## src/rtl/fetch_pc_unit.sv

```systemverilog
// Instruction-fetch front end: owns the PC, drives the synchronous instruction memory, aligns pc/instr for decode.
// Latency: one cycle from read_address to the if_* output; one bubble after a redirect.
// Backpressure: stall freezes the PC and parks the displayed instruction in a one-entry hold register.
//
// Ports:
//   clk, rst                          clock and synchronous active-high reset
//   stall                             decode cannot take the current if_* output
//   redirect_valid, redirect_target   load a new byte-address PC (taken branch/jump)
//   read_address                      word index to instruction memory, {2'b00, pc[31:2]}
//   instruction_in                    memory data for the previous cycle's read_address
//   if_valid, if_pc, if_pc_plus4, if_instr   fetched instruction towards decode
//   fetch_fault                       sticky: an illegal PC was reached, fetch halted until reset
module fetch_pc_unit #(
  parameter logic [31:0] RESET_PC   = 32'h0000_0000,
  parameter int          IMEM_WORDS = 32
) (
  input  logic        clk,
  input  logic        rst,
  input  logic        stall,
  input  logic        redirect_valid,
  input  logic [31:0] redirect_target,
  output logic [31:0] read_address,
  input  logic [31:0] instruction_in,
  output logic        if_valid,
  output logic [31:0] if_pc,
  output logic [31:0] if_pc_plus4,
  output logic [31:0] if_instr,
  output logic        fetch_fault
);

  localparam logic [29:0] WORD_LIMIT = 30'(IMEM_WORDS);

  logic [31:0] pc;
  logic        req_valid;
  logic [31:0] req_pc;
  logic        hold_valid;
  logic [31:0] hold_pc;
  logic [31:0] hold_instr;
  logic        fault;
  logic        pc_legal;
  logic        capture;
  logic [31:0] sel_pc;

  // Word aligned and inside the memory; anything else halts fetch.
  assign pc_legal = (pc[1:0] == 2'b00) && (pc[31:2] < WORD_LIMIT);

  assign read_address = {2'b00, pc[31:2]};

  // instruction_in only matches req_pc on the first stalled cycle (the memory
  // re-reads pc afterwards), so the hold register must grab it right then.
  assign capture = stall && !hold_valid && req_valid;

  always_ff @(posedge clk) begin
    if (rst) begin
      pc         <= RESET_PC;
      req_valid  <= 1'b0;
      req_pc     <= 32'h0;
      hold_valid <= 1'b0;
      hold_pc    <= 32'h0;
      hold_instr <= 32'h0;
      fault      <= 1'b0;
    end else if (fault || !pc_legal) begin
      // Halted: nothing new is issued and redirects are ignored, but an
      // instruction already on display still obeys stall/release.
      fault     <= 1'b1;
      req_valid <= 1'b0;
      if (capture) begin
        hold_valid <= 1'b1;
        hold_pc    <= req_pc;
        hold_instr <= instruction_in;
      end else if (!stall) begin
        hold_valid <= 1'b0;
      end
    end else if (redirect_valid) begin
      // Wins over stall; the in-flight and held instructions are wrong-path.
      pc         <= redirect_target;
      req_valid  <= 1'b0;
      hold_valid <= 1'b0;
    end else if (stall) begin
      if (capture) begin
        hold_valid <= 1'b1;
        hold_pc    <= req_pc;
        hold_instr <= instruction_in;
      end
    end else begin
      // Normal advance; also consumes a held entry on stall release. pc is
      // still held_pc + 4 here, so nothing is skipped or repeated.
      hold_valid <= 1'b0;
      pc         <= pc + 32'd4;
      req_valid  <= 1'b1;
      req_pc     <= pc;
    end
  end

  always_comb begin
    if_valid = 1'b0;
    sel_pc   = req_pc;
    if_instr = 32'h0;
    if (hold_valid) begin
      if_valid = 1'b1;
      sel_pc   = hold_pc;
      if_instr = hold_instr;
    end else if (req_valid) begin
      if_valid = 1'b1;
      if_instr = instruction_in;
    end
  end

  assign if_pc       = sel_pc;
  assign if_pc_plus4 = sel_pc + 32'd4;
  assign fetch_fault = fault;

endmodule

```

## config.mk

```make
export PLATFORM = sky130hd
export DESIGN_NAME = fetch_pc_unit
export DESIGN_NICKNAME = d
export VERILOG_FILES = /design/src/rtl/fetch_pc_unit.sv
export SDC_FILE = /design/constraint.sdc
export NUM_CORES = 1
export LEC_CHECK = 0
export BUFFER_PORTS_ARGS = -buffer_cell sky130_fd_sc_hd__buf_2
export CAP_MARGIN = 20
export CORE_MARGIN = 8
export CORE_UTILIZATION = 47
export DETAILED_ROUTE_END_ITERATION = 8
export PLACE_DENSITY_LB_ADDON = 0.08
export RECOVER_POWER = 50
export SYNTH_ARGS = -nofsm -noshare
export SYNTH_HDL_FRONTEND = slang
export SYNTH_SLANG_ARGS = --single-unit
```

## constraint.sdc

```tcl
create_clock -name clk -period 2.9 [get_ports clk]
set_input_delay 0.29 -clock clk [delete_from_list [all_inputs] [get_ports clk]]
set_output_delay 0.29 -clock clk [all_outputs]
set_load 0.01 [all_outputs]
```

=== After elaboration in Yosys (flattened, before gate mapping) ===
Cells that the tools add are included.

* Add/subtract/negate cells: 2
* Magnitude comparators: 1
* Equal/unequal tests: 4
* Muxes and demuxes: 21
* Bitwise gates (word level): 3
* Reductions and logical operators: 13

{| class="wikitable"
|+ Operators by type and width
! operator !! number
|-
| $mux W32 || 13
|-
| $add A32 B3 Y32 const B || 2
|-
| $lt A30 B6 Y1 const B || 1
|-
| $mux W1 || 8
|-
| $reduce_and A2 Y1 || 3
|-
| $ne A2 B1 Y1 const B || 2
|-
| $logic_and A1 B1 Y1 || 3
|-
| $ne A3 B1 Y1 const B || 1
|-
| $ne A3 B3 Y1 const B || 1
|-
| $not A1 Y1 || 3
|-
| $reduce_and A3 Y1 || 1
|-
| $reduce_or A3 Y1 || 1
|-
| $logic_not A1 Y1 || 2
|-
| $logic_not A2 Y1 || 1
|-
| $reduce_bool A2 Y1 || 1
|-
| $logic_or A1 B1 Y1 || 1
|}

* Register bits: 131
* Input bits: 68
* Output and inout bits: 130
* Logic and storage cells: 51

=== Depth between registers and ports, before layout ===
Gate-level depths: netlist of run 1.

* Depth in word-level cells: 7
* Depth in mapped cells: 14
* Depth with buffers taken out: 8

=== Worst setup path after synthesis of run 1 ===
No wires, ideal clock.

* Path kind: register to output
* Start point: reg hold_valid
* End point: out if_pc_plus4[26]
* Data arrival time: 2.983 ns
* Required time: 2.610 ns
* Setup slack: -0.373 ns
* Cell stages (with the launch flop): 15
* Buffers on the path: 6
* Cell sequence: dfxtp_1 buf_6 buf_12 buf_2 buf_2 buf_2 mux2i_1 inv_1 ha_1 and4_1 o21ai_1 or2_2 clkbuf_1 a211oi_1 xnor2_1

* Longest elaborated chain between the ends: 2

{| class="wikitable"
|+ RTL lines
! item !! RTL line !! source
|-
| start: declaration || 36 || <nowiki>logic hold_valid;</nowiki>
|-
| start signal: assignment || 58 || <nowiki>hold_valid <= 1'b0;</nowiki>
|-
| start signal: assignment || 68 || <nowiki>hold_valid <= 1'b1;</nowiki>
|-
| start signal: assignment || 72 || <nowiki>hold_valid <= 1'b0;</nowiki>
|-
| $mux W32 || 99 || <nowiki>if (hold_valid) begin</nowiki>
|-
| via if_pc[2] || 25 || <nowiki>output logic [31:0] if_pc,</nowiki>
|-
| $add A32 B3 Y32 || 110 || <nowiki>assign if_pc_plus4 = sel_pc + 32'd4;</nowiki>
|-
| end: declaration || 26 || <nowiki>output logic [31:0] if_pc_plus4,</nowiki>
|}

The timed path passes the listed nets, and every way through them passes these cells.

=== Final worst setup path of run 1 ===
* Start point: reg hold_valid
* End point: out if_pc_plus4[31]

* Longest elaborated chain between the ends: 2

{| class="wikitable"
|+ RTL lines
! item !! RTL line
|-
| $mux W32 || 99
|-
| $add A32 B3 Y32 || 110
|}

Every way passes these cells.

==> results of run 1 <==
## per-stage QoR
stage	instance area [µm²]	hold WS, ps	std cells	util [%]	TNS [ps]
floorplan	6640	404	779	-	0
global placement	7440	439	1085	54.0	0
detailed placement	7440	445	1085	54.0	0
CTS	8130	85.4	1117	59.0	0
global route	8160	102	1121	59.2	-50.9
finish	8160	107	1121	59.2	0
## area by class of cell
class	count	area, µm²	share of cell area (%)
Clock buffer	18	429	5.26
Clock inverter	14	249	3.05
Inverter	16	60.1	0.736
Multi-Input combinational cell	549	3440	42.2
Sequential cell	131	2630	32.2
Tap cell	180	225	2.76
Timing Repair Buffer	213	1120	13.8
## layer usage
layer	global-route usage [%]	wire length, µm	share of wire [%]	vias to the layer above
met5	0	0	0	-
met4	8.23	372	2.0	0
met3	6.02	1330	7.2	34
met2	32.8	8900	48	192
met1	24.5	7830	42	2800
li1	-	-	-	2957
## cells by family (layout without fill, tap and decap cells)
family / after synthesis / after routing / share of synthesized area [%]
flops: 131 / 131 / 39.8
simple gates: 306 / 306 / 24.0
xor+xnor: 28 / 28 / 3.72
other cells: 1 / 2 / 0.0569
compound gates: 173 / 173 / 17.0
fa+ha+maj: 2 / 2 / 0.380
mux: 38 / 38 / 6.13
buf+inv: 99 / 261 / 8.94
## repair_timing
item / 4_1_cts / 5_1_grt
hold buffers: 0 / 0
pin swaps: 0 / 4
resized for setup: 3 / 10
gates cloned: 0 / 0
setup endpoints to repair: 3 / 16
setup buffers: 0 / 4
## sequential cells by signal, summed over array words and instances, names as in the netlist
name and cells:
req_valid 1, hold_instr 32, req_pc 32, hold_valid 1, fetch_fault 1, pc 32
hold_pc 32
## final timing paths
path,startpoint,end,slack (ps),cells past startpoint
worst max-delay path,hold_valid$_SDFFE_PP0P_,if_pc_plus4[31],80,7
worst min-delay path,redirect_target[30],pc[30]$_SDFFE_PP0P_,110,3
worst max register to register,pc[26]$_SDFFE_PP0P_,hold_instr[3]$_SDFFE_PP0P_,590,6
worst min register to register,hold_pc[30]$_SDFFE_PP0P_,hold_pc[30]$_SDFFE_PP0P_,450,2
## power by group
group          switching (W)  leakage (nW)  internal, W
logic                0.00133          2.09     0.000786
registers           0.000300          1.06      0.00204
clock network       0.000823         0.326      0.00163
total                0.00245          3.47      0.00445
## cell usage after synthesis, types with 4 or more instances
| library cell | instances |
|---|---|
| and4_1 | 7 |
| buf_4 | 34 |
| inv_1 | 16 |
| a22o_1 | 31 |
| dfxtp_1 | 131 |
| mux2i_1 | 19 |
| mux2_2 | 19 |
| o31ai_1 | 6 |
| xor2_1 | 5 |
| buf_1 | 5 |
| and2_1 | 27 |
| nor2_1 | 41 |
| buf_6 | 7 |
| clkbuf_1 | 27 |
| nand2_1 | 159 |
| nand4_1 | 8 |
| nor4_1 | 4 |
| nor4_4 | 4 |
| a211oi_1 | 10 |
| a21oi_1 | 89 |
| o22ai_1 | 4 |
| buf_2 | 8 |
| o21ai_0 | 16 |
| and3_1 | 4 |
| xnor2_1 | 23 |
| nor3_1 | 7 |
| nand3_1 | 13 |
## critical path, stage by stage, from the launching register on
cell and delay, ps:
dfxtp_4 450, buf_8 200, nand4_1 190, a211o_1 400, or3_4 370, nor4_4 170, xor2_1 160, buf_2 150
==> summary.md, run 1 <==
| Metric | Value |
|---|---|
| Outcome | `finished, final reports clean` |
| Final #Nets | `998` |
| GRT Util Overall | `20.2%` |
| Starting density of the core | `47.8%` |
| DPL Wire Length | `13,300 µm` |
| Top cell type's share of synthesized area | `39.8%` |
| Grt ovf | `0` |
| Share of cells above drive strength 1 | `28.5%` |
| Flops & latches, synth | `131` |
| Final slew viol count | `0` |
| Clock Skew | `8.19 ps` |
| Main flop type after synthesis | `dfxtp_1` |
| Final wirelength | `18,400 µm` |
| Number of flops mapped to enable cells by yosys | `0` |
| Netlist cell types | `63` |
| Slew margin rel. | `38.9%` |
| Slew @ Worst Pin | `916 ps` |
| Synth area leader | `dfxtp_1` |
| Period utilisation layout | `97.2%` |
| Final setup fails | `0` |
| Synth area leaders | `dfxtp_1, nand2_1, a21oi_1, a22o_1, buf_4` |
| Syn_area_per_cell | `8.47 µm²` |
| Total power | `0.00690 W` |
| Clock Latency Late Sink | `420 ps` |
| Io pins | `198` |
| Maxcap violations | `0` |
| Cells after Synth | `778` |
| Initial antenna violation count | `0` |
| Residual DRC | `0` |
| RSZ-0062 raised after global routing | `true` |
| Antenna cells | `0` |
| # rows | `43` |
| Initial DRT Pass Iterations | `7` |
| Most common cell after layout, fill and taps aside | `buf_2` |
| Ys Warns | `0` |
| H-tree depth | `4` |
| Max VDD drop | `749 µV` |
| Leak pwr | `3.47 nW` |
| Root Driver | `clkbuf_16` |
| Vias in the first global route | `6,014` |
| Startpoint types | `register` |
| Buffers on Ports | `195` |
| CP Capture Type | `output port` |
| Crit-path max FO | `19` |
| Sequential share of the synthesized area | `39.8%` |
| Kind of critical path | `reg2out` |
| GPL Wtd Cong | `0.792` |
| Hold WC Path Type | `in2reg` |
| Final Critical Period | `2820 ps` |
| Post-synthesis async set-or-reset flop share | `0%` |
| Area Overhead vs Synth | `23.8%` |
| CP arrival | `2530 ps` |
| Fillers | `1,312` |
| Die H | `134 µm` |
| CTS max path bufs | `2` |
| Clock sinks | `131` |
| Setup slack after layout | `81.9 ps` |
| Chip Width | `134 µm` |
| Largest net degree at the start of global routing | `65` |
| Cts bufs inserted | `17` |
| Most frequent cells in the layout | `buf_2, nand2_1, dfxtp_1, a21oi_1, nor2_1` |
| Via density | `5.34` |
| Initial DRC Count | `311` |
| Dpl ws | `402 ps` |
| Mapped Area | `6590 µm²` |
| Die area | `18,100 µm²` |
| Wire per inst | `16.4 µm` |
| Hold Vio Cnt, Final | `0` |
| Global-route wire length before repair | `29,900 µm` |
| Worst path required time | `2610 ps` |
| Total number of vias | `5,983` |
| CTS tree | `done` |
| PwrDens | `846 nW/µm²` |
| FMAX | `355 MHz` |
| Clock transition at the registers of the reported paths | `60 ps` |
| Remaining antenna violation count | `0` |
| Core Area | `13,800 µm²` |
No activity file was read; power rests on OpenSTA's default activity.
==> run 2: changes to the inputs <==
Settings changed: REMOVE_ABC_BUFFERS set to 1, SETUP_SLACK_MARGIN set to 0.1.
==> run 2 against run 1 <==
Effect of this change: highest routed layer unchanged; sequential share of layout area rose by 0.064 points; flip-flop and latch count did not move; via count rose by 2.1%.
==> summary.md, run 2 (same netlist as run 1, synthesis figures left out) <==
| Metric | Value |
|---|---|
| Outcome | `finished, final reports clean` |
| Final setup fails | `0` |
| Share of cells above drive strength 1 | `25.1%` |
| Core Area | `13,800 µm²` |
| GPL Wtd Cong | `0.803` |
| FMAX | `359 MHz` |
| Clock sinks | `131` |
| H-tree depth | `4` |
| Initial antenna violation count | `0` |
| Fin area | `8140 µm²` |
| Leak pwr | `3.47 nW` |
| Io pins | `198` |
| Buffers on Ports | `195` |
| GRT Util Overall | `19.8%` |
| Clock transition at the registers of the reported paths | `60 ps` |
| Finished Core Util | `59.1%` |
| Vias in the first global route | `5,958` |
| Cts bufs inserted | `17` |
| Clock Latency Late Sink | `420 ps` |
| Slew margin rel. | `42.1%` |
| Root Driver | `clkbuf_16` |
| Clock Skew | `8.27 ps` |
| Starting density of the core | `47.8%` |
| Antenna cells | `0` |
| Worst path required time | `2610 ps` |
| Remaining antenna violation count | `0` |
| # rows | `43` |
| Total number of vias | `6,110` |
| Setup slack after layout | `117 ps` |
| Dpl cells | `1,084` |
| Slew @ Worst Pin | `862 ps` |
| Most frequent cells in the layout | `nand2_1, buf_2, dfxtp_1, a21oi_1, clkbuf_1` |
| Area Overhead vs Synth | `23.5%` |
| Startpoint types | `register` |
| DPL Wire Length | `12,800 µm` |
| Chip Width | `134 µm` |
| Kind of critical path | `reg2out` |
| CP arrival | `2490 ps` |
| Residual DRC | `0` |
| Crit-path max FO | `11` |
| CTS tree | `done` |
| Hold Buf Count CTS | `0` |
| Final #Nets | `1,009` |
| CTS max path bufs | `2` |
| Final Non-Filler Cells | `1,132` |
| CP Capture Type | `output port` |
| Global-route wire length before repair | `29,500 µm` |
| Most common cell after layout, fill and taps aside | `nand2_1` |
| Largest net degree at the start of global routing | `68` |
| RSZ-0062 raised after global routing | `true` |
| Die area | `18,100 µm²` |
| Wire per inst | `17.0 µm` |
| Die H | `134 µm` |
| Hold Vio Cnt, Final | `0` |
| Final Critical Period | `2780 ps` |
| Via density | `5.40` |
| Grt ovf | `0` |
| Initial DRC Count | `415` |
| Final wirelength | `19,200 µm` |
| Dpl ws | `347 ps` |
| DP Area | `7410 µm²` |
| Fin Hold WS | `100 ps` |
| Final slew viol count | `0` |
| Hold WC Path Type | `in2reg` |
| Fillers | `1,338` |
| Initial DRT Pass Iterations | `4` |
| Max VDD drop | `748 µV` |
| Maxcap violations | `0` |
| Period utilisation layout | `96.0%` |
| PwrDens | `800 nW/µm²` |
==> run 2: cell types whose count changed in the layout (fill, tap and decap cells not counted), sizes merged <==
cell,previous run,this run
buf,182,172
bufbuf,0,1
bufinv,6,3
clkbuf,49,72
clkinv,3,6
inv,20,16
nand4b,5,6
==> run 2: timing repair <==
item,in CTS,in global routing
pin swaps,0,9
buffers inserted,1,12
gates cloned,1,2
resized for setup,5,11
endpoints found under the setup margin,16,14
==> run 2: area by class of cell <==
| type | instances | area, µm² | share of cell area, % |
|---|---|---|---|
| well taps | 180 | 225 | 2.77 |
| multi-input cells | 550 | 3440 | 42.3 |
| clock buffers | 22 | 464 | 5.70 |
| repair buffers | 223 | 1190 | 14.6 |
| flip-flops and latches | 131 | 2630 | 32.3 |
| clock inverters | 10 | 131 | 1.61 |
| inverters | 16 | 60.1 | 0.738 |
==> run 2: critical path: stages (launching register included) <==
cell and delay (ps):
dfxtp_4 390, buf_16 160, buf_4 170, mux2_1 430
nand4b_4 260, buf_4 210, a211oi_2 170, xnor2_1 140
buf_2 150
==> run 2: report_power, final <==
part | switching [W] | internal [W]
Sequential | 0.000289 | 0.00204
Combinational | 0.00129 | 0.000725
Clock | 0.000782 | 0.00139
==> run 2: path summary, 6_finish.rpt <==
path	from	end	slack, ps	depth (start not counted)
max	hold_valid$_SDFFE_PP0P_	if_pc_plus4[26]	120	8
min reg2reg	hold_pc[21]$_SDFFE_PP0P_	hold_pc[21]$_SDFFE_PP0P_	450	2
max reg2reg	pc[30]$_SDFFE_PP0P_	pc[17]$_SDFFE_PP0P_	270	6
min	redirect_target[12]	pc[12]$_SDFFE_PP0P_	100	3
==> run 2: per-layer routing <==
layer | track usage, % | wire, µm | vias to the layer above
li1 | - | - | 2982
met1 | 23.6 | 8250 | 2898
met2 | 33.3 | 9390 | 203
met3 | 5.65 | 1300 | 27
met4 | 6.67 | 244 | 0
met5 | 0 | 0 | -
==> run 2: per-stage QoR <==
stage | TNS, ps | power [W]
after floorplan | -92970 | 0.00367
after global placement | 0 | 0.00448
after detailed placement | 0 | 0.00452
after CTS | 0 | 0.00671
after global routing | 0 | 0.00686
final | 0 | 0.00651
==> run 3: changes to the inputs <==
Settings changed: CTS_BUF_LIST set to sky130_fd_sc_hd__clkbuf_16, HOLD_SLACK_MARGIN set to 0.12, SLEW_MARGIN set to 20.
==> run 3 against run 2 <==
Effect of this change: sequential share of layout area fell by 0.52 points; global-route usage grew 0.31 points; die area is the same; flip-flop and latch count unchanged; largest cell class unchanged; final cell count is 1.6% higher; clock power fell by 3%; largest power group unchanged.
==> summary.md, run 3 (same netlist as run 1, synthesis figures left out) <==
| Metric | Value |
|---|---|
| Outcome | `finished, final reports clean` |
| Root Driver | `clkbuf_16` |
| Die H | `134 µm` |
| Sw frac | `36.6%` |
| Clock Latency Late Sink | `420 ps` |
| Via density | `5.36` |
| Residual DRC | `0` |
| Fillers | `1,324` |
| Worst flop-to-flop path startpoint | `pc[30]$_SDFFE_PP0P_` |
| Final wirelength | `19,400 µm` |
| Hold WC Path Type | `in2reg` |
| Worst path required time | `2610 ps` |
| GRT Util Overall | `20.1%` |
| Setup TNS Final | `0 ps` |
| Clock transition at the registers of the reported paths | `50 ps` |
| GPL Wtd Cong | `0.803` |
| CTS tree | `done` |
| Final slew viol count | `0` |
| Hold Crit Start | `instruction_in[2]` |
| Initial DRT Pass Iterations | `7` |
| DPL Wire Length | `12,800 µm` |
| Vias in the first global route | `6,047` |
| Slew @ Worst Pin | `872 ps` |
| Dpl cells | `1,084` |
| Buffers on Ports | `195` |
| PwrDens | `780 nW/µm²` |
| Cts bufs inserted | `17` |
| H-tree depth | `4` |
| Clock sinks | `131` |
| Pint | `0.00409 W` |
| Final Critical Period | `2770 ps` |
| Slew margin rel. | `41.4%` |
| FMAX | `361 MHz` |
| Area Overhead vs Synth | `25.6%` |
| Kind of critical path | `reg2out` |
| Leak pwr | `3.54 nW` |
| Core Area | `13,800 µm²` |
| Logic pwr share | `31.3%` |
| Most frequent cells in the layout | `nand2_1, buf_2, dfxtp_1, a21oi_1, clkbuf_1` |
| Clock Skew | `9.55 ps` |
| Die area | `18,100 µm²` |
| Reg-to-Reg End | `pc[17]$_SDFFE_PP0P_` |
| Worst Hold End | `hold_instr[2]$_SDFFE_PP0P_` |
| Maxcap violations | `0` |
| # rows | `43` |
| Register area | `2630 µm²` |
| Final setup fails | `0` |
| Multi-input logic area | `3440 µm²` |
| Final Non-Filler Cells | `1,150` |
| Starting density of the core | `47.8%` |
| Wire per inst | `16.9 µm` |
| WHS Path Cells | `3` |
| Final #Nets | `1,027` |
| CP arrival | `2480 ps` |
| Most common cell after layout, fill and taps aside | `nand2_1` |
| RSZ-0062 raised after global routing | `true` |
| Largest net degree at the start of global routing | `68` |
| Initial antenna violation count | `0` |
| Startpoint types | `register` |
| Period utilisation layout | `95.5%` |
| Max VDD drop | `748 µV` |
| Fin Hold WS | `129 ps` |
| Chip Width | `134 µm` |
| Hold Vio Cnt, Final | `0` |
| Clock share of power | `32.7%` |
| Switch Pwr | `0.00236 W` |
| Antenna cells | `0` |
| Crit-path max FO | `11` |
| Reg2reg path depth | `6` |
| Initial DRC Count | `411` |
| Remaining antenna violation count | `0` |
| Global-route wire length before repair | `30,000 µm` |
| CP Capture Type | `output port` |
| Part of the power in registers | `36.0%` |
| Io pins | `198` |
| CTS max path bufs | `2` |
| Grt ovf | `0` |
| Total number of vias | `6,164` |
| Flop-to-flop setup slack | `290 ps` |
| Share of cells above drive strength 1 | `24.5%` |
-- run 3: changes by cell type in the layout (fill, tap and decap cells not counted), sizes merged --
cell | previous run | this run
buf | 172 | 173
bufbuf | 1 | 0
clkbuf | 72 | 67
clkinv | 6 | 8
dlygate4sd3 | 0 | 18
inv | 16 | 19
-- run 3: what timing repair did --
item / CTS / global route
setup endpoints to repair: 15 / 14
endpoints found under the hold margin: 18 / 0
hold buffers: 18 / 0
buffers inserted: 1 / 12
gates resized for setup: 5 / 11
cloned: 1 / 2
pin swaps: 0 / 9
-- run 3: power groups by stage --
| stage | clock network, W | registers [W] | logic, W |
|---|---|---|---|
| 2_1_floorplan | 0 | 0.00239 | 0.00128 |
| 3_3_place_gp | 0 | 0.00235 | 0.00213 |
| 3_5_place_dp | 0 | 0.00236 | 0.00216 |
| 4_1_cts | 0.00214 | 0.00232 | 0.00220 |
| 5_1_grt | 0.00222 | 0.00236 | 0.00223 |
| 6_report | 0.00211 | 0.00233 | 0.00202 |
-- run 3: per-stage QoR --
| stage | setup slack [ps] | area, µm² | power [W] | util [%] |
|---|---|---|---|---|
| 2_1_floorplan | -1300 | 6060 | 0.00367 | - |
| 3_3_place_gp | 432 | 7410 | 0.00448 | 53.8 |
| 3_5_place_dp | 347 | 7410 | 0.00452 | 53.8 |
| 4_1_cts | 93.1 | 8230 | 0.00666 | 59.7 |
| 5_1_grt | 40.3 | 8270 | 0.00681 | 60.1 |
| 6_report | 131 | 8270 | 0.00645 | 60.1 |
-- run 3: critical path: stages (launching register included) --
cell and delay [ps]:
dfxtp_4 380, buf_16 160, buf_4 170, mux2_1 420, nand4b_4 250, buf_4 210
a211oi_2 170, xnor2_1 140, buf_2 150
-- run 3: area by class of cell --
cell class	instances	share of cell area, %
multi-input cells	550	41.6
clock inverters	15	1.81
clock buffers	17	5.14
well taps	180	2.72
repair buffers	241	16.2
inverters	16	0.726
flip-flops and latches	131	31.7
-- run 3: how the worst max path moves through the flow --
stage / startpoint / end / slack [ps]
4_1_cts: hold_valid$_SDFFE_PP0P_ / if_pc_plus4[22] / 90
3_3_place_gp: hold_valid$_SDFFE_PP0P_ / if_pc_plus4[29] / 430
5_1_grt: hold_valid$_SDFFE_PP0P_ / if_pc_plus4[26] / 40
6_report: hold_valid$_SDFFE_PP0P_ / if_pc_plus4[26] / 130
2_1_floorplan: hold_valid$_SDFFE_PP0P_ / if_pc_plus4[26] / -1300
3_5_place_dp: hold_valid$_SDFFE_PP0P_ / if_pc_plus4[29] / 350
-- run 3: per-layer routing --
metal / global-route usage (%) / up-vias / part of all wire (%)
li1: - / 3018 / -
met1: 24.0 / 2946 / 43
met2: 34.0 / 184 / 49
met3: 5.61 / 16 / 6.5
met4: 6.55 / 0 / 1.0
met5: 0 / - / 0
